File: src/rtl/version_fetch.sv
// APB master that reads the four 16-bit FPGA identification words from the
// version ROM once after reset and on request, and holds them for the fabric.
module version_fetch #(
    parameter int          TIMEOUT_CYCLES = 255,
    parameter logic [15:0] EXPECTED_MAGIC = 16'hA2F5
) (
    input  logic        PCLK,
    input  logic        PRESETn,
    input  logic        refetch,
    output logic        PSEL,
    output logic        PENABLE,
    output logic        PWRITE,
    output logic [3:0]  PADDR,
    output logic [15:0] PWDATA,
    input  logic [15:0] PRDATA,
    input  logic        PREADY,
    input  logic        PSLVERR,
    output logic [15:0] magic,
    output logic [15:0] ver1,
    output logic [15:0] ver2,
    output logic [15:0] ver3,
    output logic        ver_valid,
    output logic        magic_ok,
    output logic        busy,
    output logic [1:0]  err_code
);

    typedef enum logic [1:0] {
        IDLE   = 2'd0,
        SETUP  = 2'd1,
        ACCESS = 2'd2
    } state_t;

    localparam logic [7:0] WAIT_LAST = 8'(TIMEOUT_CYCLES - 1);

    state_t      state_q, state_d;
    logic [1:0]  idx_q, idx_d;
    logic [7:0]  wait_q, wait_d;
    logic        start_pending_q, start_pending_d;
    logic [15:0] magic_q, magic_d;
    logic [15:0] ver1_q, ver1_d;
    logic [15:0] ver2_q, ver2_d;
    logic [15:0] ver3_q, ver3_d;
    logic        ver_valid_q, ver_valid_d;
    logic [1:0]  err_q, err_d;

    always_ff @(posedge PCLK or negedge PRESETn) begin
        if (!PRESETn) begin
            state_q         <= IDLE;
            idx_q           <= 2'd0;
            wait_q          <= 8'd0;
            start_pending_q <= 1'b1;
            magic_q         <= 16'd0;
            ver1_q          <= 16'd0;
            ver2_q          <= 16'd0;
            ver3_q          <= 16'd0;
            ver_valid_q     <= 1'b0;
            err_q           <= 2'b00;
        end else begin
            state_q         <= state_d;
            idx_q           <= idx_d;
            wait_q          <= wait_d;
            start_pending_q <= start_pending_d;
            magic_q         <= magic_d;
            ver1_q          <= ver1_d;
            ver2_q          <= ver2_d;
            ver3_q          <= ver3_d;
            ver_valid_q     <= ver_valid_d;
            err_q           <= err_d;
        end
    end

    always_comb begin
        state_d         = state_q;
        idx_d           = idx_q;
        wait_d          = wait_q;
        start_pending_d = start_pending_q;
        magic_d         = magic_q;
        ver1_d          = ver1_q;
        ver2_d          = ver2_q;
        ver3_d          = ver3_q;
        ver_valid_d     = ver_valid_q;
        err_d           = err_q;
        case (state_q)
            IDLE: begin
                // refetch is only looked at here, so requests while busy are dropped
                if (start_pending_q || refetch) begin
                    state_d         = SETUP;
                    start_pending_d = 1'b0;
                    idx_d           = 2'd0;
                    ver_valid_d     = 1'b0;
                    err_d           = 2'b00;
                end
            end
            SETUP: begin
                wait_d  = 8'd0;
                state_d = ACCESS;
            end
            ACCESS: begin
                if (PREADY) begin
                    if (PSLVERR) begin
                        err_d   = 2'b01;
                        state_d = IDLE;
                    end else begin
                        case (idx_q)
                            2'd0:    magic_d = PRDATA;
                            2'd1:    ver1_d  = PRDATA;
                            2'd2:    ver2_d  = PRDATA;
                            default: ver3_d  = PRDATA;
                        endcase
                        if (idx_q == 2'd3) begin
                            ver_valid_d = 1'b1;
                            state_d     = IDLE;
                        end else begin
                            idx_d   = idx_q + 2'd1;
                            state_d = SETUP;
                        end
                    end
                end else if (wait_q == WAIT_LAST) begin
                    err_d   = 2'b10;
                    state_d = IDLE;
                end else begin
                    wait_d = wait_q + 8'd1;
                end
            end
            default: state_d = IDLE;
        endcase
    end

    // idx_q is stable across SETUP and ACCESS, so the address holds by construction
    assign PSEL     = (state_q != IDLE);
    assign PENABLE  = (state_q == ACCESS);
    assign PADDR    = (state_q == IDLE) ? 4'd0 : {idx_q, 2'b00};
    assign PWRITE   = 1'b0;
    assign PWDATA   = 16'd0;
    assign busy     = (state_q != IDLE);
    assign magic    = magic_q;
    assign ver1     = ver1_q;
    assign ver2     = ver2_q;
    assign ver3     = ver3_q;
    assign ver_valid = ver_valid_q;
    assign magic_ok = ver_valid_q && (magic_q == EXPECTED_MAGIC);
    assign err_code = err_q;

endmodule

File: config.mk
export PLATFORM = sky130hd
export DESIGN_NAME = version_fetch
export DESIGN_NICKNAME = d
export VERILOG_FILES = /design/src/rtl/version_fetch.sv
export SDC_FILE = /design/constraint.sdc
export NUM_CORES = 1
export LEC_CHECK = 0
export CAP_MARGIN = 20
export CORE_MARGIN = 2
export CORE_UTILIZATION = 35
export DETAILED_ROUTE_END_ITERATION = 12
export GPL_ROUTABILITY_DRIVEN = 0
export PLACE_DENSITY = 0.66
export SYNTH_ARGS = -nofsm -noshare
export SYNTH_HDL_FRONTEND = slang
export SYNTH_SLANG_ARGS = --single-unit
File: constraint.sdc
create_clock -name PCLK -period 5.1 [get_ports PCLK]
set_input_delay 1.02 -clock PCLK [delete_from_list [all_inputs] [get_ports PCLK]]
set_output_delay 1.02 -clock PCLK [all_outputs]
set_load 0.02 [all_outputs]
# Word level (Yosys, flattened, before mapping)
# Index checks and enable logic that the tools add are counted.
# Widths: inputs -> output; s select.
# word_totals
elab_cells,72
ff_bits,80
# op_classes
bitwise,2
addsub,2
reduce_logical,18
mux,24
n_eq_ne,16
# op_table
op,n
$mux 2,10
$reduce_and 4->1,5
$eq 16x16->1 const B,1
$mux 8,2
$pmux 8 s2,1
$ne 2x2->1 const B,5
$reduce_and 5->1,2
$add 8x1->8 const B,1
$eq 8x8->1 const B,1
$pmux 2 s2,2
$eq 2x2->1 const B,3
$mux 1,6
$pmux 2 s3,1
$reduce_bool 2->1,3
$eq 2x1->1 const B,2
$logic_not 2->1,2
$mux 4,1
$ne 2x1->1 const B,2
$reduce_and 2->1,2
$ne 3x1->1 const B,1
$ne 3x2->1 const B,1
$reduce_and 3->1,1
$reduce_or 3->1,1
$add 2x1->2 const B,1
4 further kinds,5

# Longest topological paths before layout
# logic_depth
depth_word,5
depth_mapped,8
ltp_nobuf,6

# Worst setup path before layout
# Ideal clock, no wire load.
# synth_path
path_type,reg-to-output
start,"register magic_q[11], in the netlist magic[11]"
end,output magic_ok
slack_ps,2265
required_ps,4080
n_path_buf,0
path_stages_with_launch,3
t_arrival_ps,1815
cell_sequence,dfrtp_1 -> or4b_2 -> nor4_1
# synth_between
elab_chain_cells,2
# synth_lines
element,line_no,rtl
start: declaration,40,"logic [15:0] magic_q, magic_d;"
start signal: assignment,64,magic_q <= magic_d;
$eq 16x16->1,142,assign magic_ok = ver_valid_q && (magic_q == EXPECTED_MAGIC);
$logic_and 1x1->1,142,
end: declaration,23,"output logic magic_ok,"
# Every way passes these cells.

# Final worst setup path
# Ends and elaborated chain as after synthesis.

==> impl_metrics.py <==
metrics = {
    "outcome": {
        "outcome": "complete, no violations",
    },
    "clocking": {
        "numCtsBuffers": 9,
        "cts_tree": "done",
        "cts.path.max_buffers": 2,
        "cts-resized-gates": 0,
        "postCtsSetupRepairBufs": 0,
        "h-tree-depth": 3,
        "hold_buffers": 0,
        "clk_latency_ns": 0.36,
        "ctsRootBufferMaster": "clkbuf_8",
        "cts_sinks": 80,
        "clk_pin_slew_worst_paths_ns": 0.09,
    },
    "logic_synthesis": {
        "synth_most_common_cell": "dfrtp_1",
        "ys_async_sr_fraction": 1.00,
        "syn_area_mm2": 0.00379,
        "synthTopCellsByCount": "dfrtp_1 (79), mux2_2 (34), mux2_4 (30)",
        "avgSynthCellArea_um2": 13.6,
        "synth_cell_types": 46,
        "synth-seq-cells": 80,
        "synth_largest_area_cell": "dfrtp_1",
        "synth_edf_count": 0,
        "ys_warn_count": 0,
        "synth-main-ff-cell": "dfrtp_1",
        "syn_inst": 279,
        "yosys-top-cells-area": "dfrtp_1 (52%), mux2_4 (12%), mux2_2 (10%)",
        "yosysSeqAreaShare": 0.529,
        "yosysTopAreaCellShare": 0.522,
    },
    "sta": {
        "clock.fmax_mhz": 292,
        "grt_setup_unrepaired": "false",
        "drv_slew": 0,
        "hold_viol_final": 0,
        "min_period_ns": 3.42,
        "setup_viol": 0,
        "skew_ns": 0.00914,
        "tns_ns": 0,
        "final.period_utilization": 0.671,
        "slew_headroom": 0.393,
        "tightestPinTransition_ns": 0.907,
        "finalHoldWorstSlack_ns": 0.481,
    },
    "drt": {
        "drt_iter0_markers": 56,
        "ant_nets": 0,
        "post_drt_via_cell_ratio": 4.68,
        "drt_first_pass_iters": 4,
        "vias": 2408,
        "drc_errors": 0,
        "finalWirelength_um": 8140,
        "wl_per_cell_um": 15.8,
    },
    "critical_path": {
        "cp_data_required_time_ns": 4.08,
        "crit_fanout": 3,
        "rrSetupSlack_ns": 2.66,
        "reg2reg_to": "wait_q[2]",
        "rr_worst_depth": 6,
        "startpoint": "magic[11]",
        "cp-end-kind": "output port",
        "max_stage_delay_ns": 0.69,
        "start_kind": "register",
        "arrival_ns": 2.40,
        "cp_cell_sequence": "or4b_2 > nor4_1 > clkdlybuf4s50_1",
        "worstSetupPathType": "register to output port",
        "r2r-start": "state_q[0]",
        "worstSetupEndpoint": "magic_ok",
        "slowest_stage": "or4b_2",
    },
    "global_routing": {
        "grt.total_usage": 0.150,
        "grt_antenna_before_repair": 0,
        "grt_pass1_vias": 2529,
        "grt_start_max_net_pins": 81,
        "grt_pass1_wl_um": 13400,
        "overflow": 0,
    },
    "place": {
        "dp_hpwl_um": 5600,
        "place_inst": 497,
        "numPortBuffers": 93,
    },
    "floorplanning": {
        "die_h_um": 108,
        "top_level_ports": 113,
        "rows": 37,
        "dieArea_mm2": 0.0117,
        "start_util": 0.363,
        "die-width_um": 108,
        "coreArea_mm2": 0.0104,
    },
    "power": {
        "ir_drop_uv": 213,
        "power_density_mw_per_mm2": 527,
        "p_leak_nw": 2.32,
        "total_power_mw": 2.61,
    },
    "cells_and_area": {
        "final_core_util": 0.475,
        "drive_gt1_frac": 0.246,
        "final_nets": 406,
        "fin_cells": 514,
        "area_growth_pct": 30.6,
        "insertedDiodeCount": 0,
    },
    "run": {
        "maxCapViolCount": 0,
    },
    "hold_path": {
        "hold_path.class": "input port to async pin",
    },
}
==> worst min path at each step <==
stage,slack (ns),from,to
floorplan,0.46,start_pending_q,start_pending_q
global placement,0.47,start_pending_q,start_pending_q
detailed placement,0.48,start_pending_q,start_pending_q
CTS,0.49,start_pending_q,start_pending_q
global route,0.47,PRESETn,state_q[1]
finish,0.48,PRESETn,state_q[1]
==> registers in the layout, indices dropped and copies added, names as in the netlist <==
register	flops
ver3	16
ver_valid	1
start_pending_q	1
state_q	2
idx_q	2
ver2	16
ver1	16
wait_q	8
magic	16
err_code	2
==> power breakdown <==
| group | leakage [nW] | total (mW) | switching [mW] | internal, mW |
|---|---|---|---|---|
| logic | 1.18 | 1.19 | 0.576 | 0.613 |
| clock network | 0.0899 | 0.445 | 0.249 | 0.196 |
| registers | 1.06 | 0.971 | 0.141 | 0.831 |
==> metal layers <==
metal / part of all wire / wire length [um] / GRT usage / vias up
met5: 0 / 0 / 0 / -
met4: 0.016 / 130 / 0.0531 / 0
met3: 0.060 / 492 / 0.0410 / 10
met2: 0.45 / 3670 / 0.226 / 84
met1: 0.47 / 3850 / 0.207 / 1181
li1: - / - / - / 1133
==> critical path: cells and delay by family (launching register included) <==
family,cells,cell delay (ns)
buffers and inverters,1,0.68
flip-flops,1,0.40
AND/OR/NAND/NOR,2,0.98
==> cell families (layout without fill, tap and decap cells) <==
family / Yosys count / in the layout / share of synthesized area
compound gates: 26 / 26 / 0.0489
fa+ha+maj: 12 / 12 / 0.0397
buf+inv: 37 / 118 / 0.0668
flops: 80 / 80 / 0.529
mux: 68 / 68 / 0.231
other cells: 1 / 19 / 0.000990
simple gates: 55 / 55 / 0.0833
==> cells in the final DEF, fill, tap and decap left out, types with 2 or more instances in the layout <==
cell	Yosys	routed
o221ai_1	3	3
nand2_1	18	18
o21ai_2	2	2
nor2_1	6	6
nand3b_1	4	4
mux2i_1	2	2
nor2b_1	2	2
conb_1	1	19
nand2_4	3	3
dfrtp_1	79	79
o21ai_0	7	7
inv_1	8	8
nor3_1	2	2
mux2_1	2	2
inv_6	0	3
o31ai_1	2	2
mux2_4	30	30
nand3_1	6	6
clkbuf_8	0	10
nand4_1	2	2
clkdlybuf4s50_1	0	92
or2b_1	2	2
a21oi_1	3	3
mux2_2	34	34
ha_1	12	12
clkinvlp_4	0	2
==> area by class of cell <==
type                       count  area [um2]
clock buffer                  10         138
clock inverter                 6        50.0
fill                         934        5470
inverter                       8        30.0
multi-input combinational    180        1600
sequential                    80        2000
tap                          136         170
timing repair buffer          94         956
==> through the flow <==
stage	instance area, um2	setup slack, ns
after CTS	4920	1.70
after global placement	4730	2.09
final	4940	1.68
after floorplan	3850	2.27
after global routing	4940	1.59
after detailed placement	4730	2.09
Note: power is estimated with default switching activity, not from simulation.
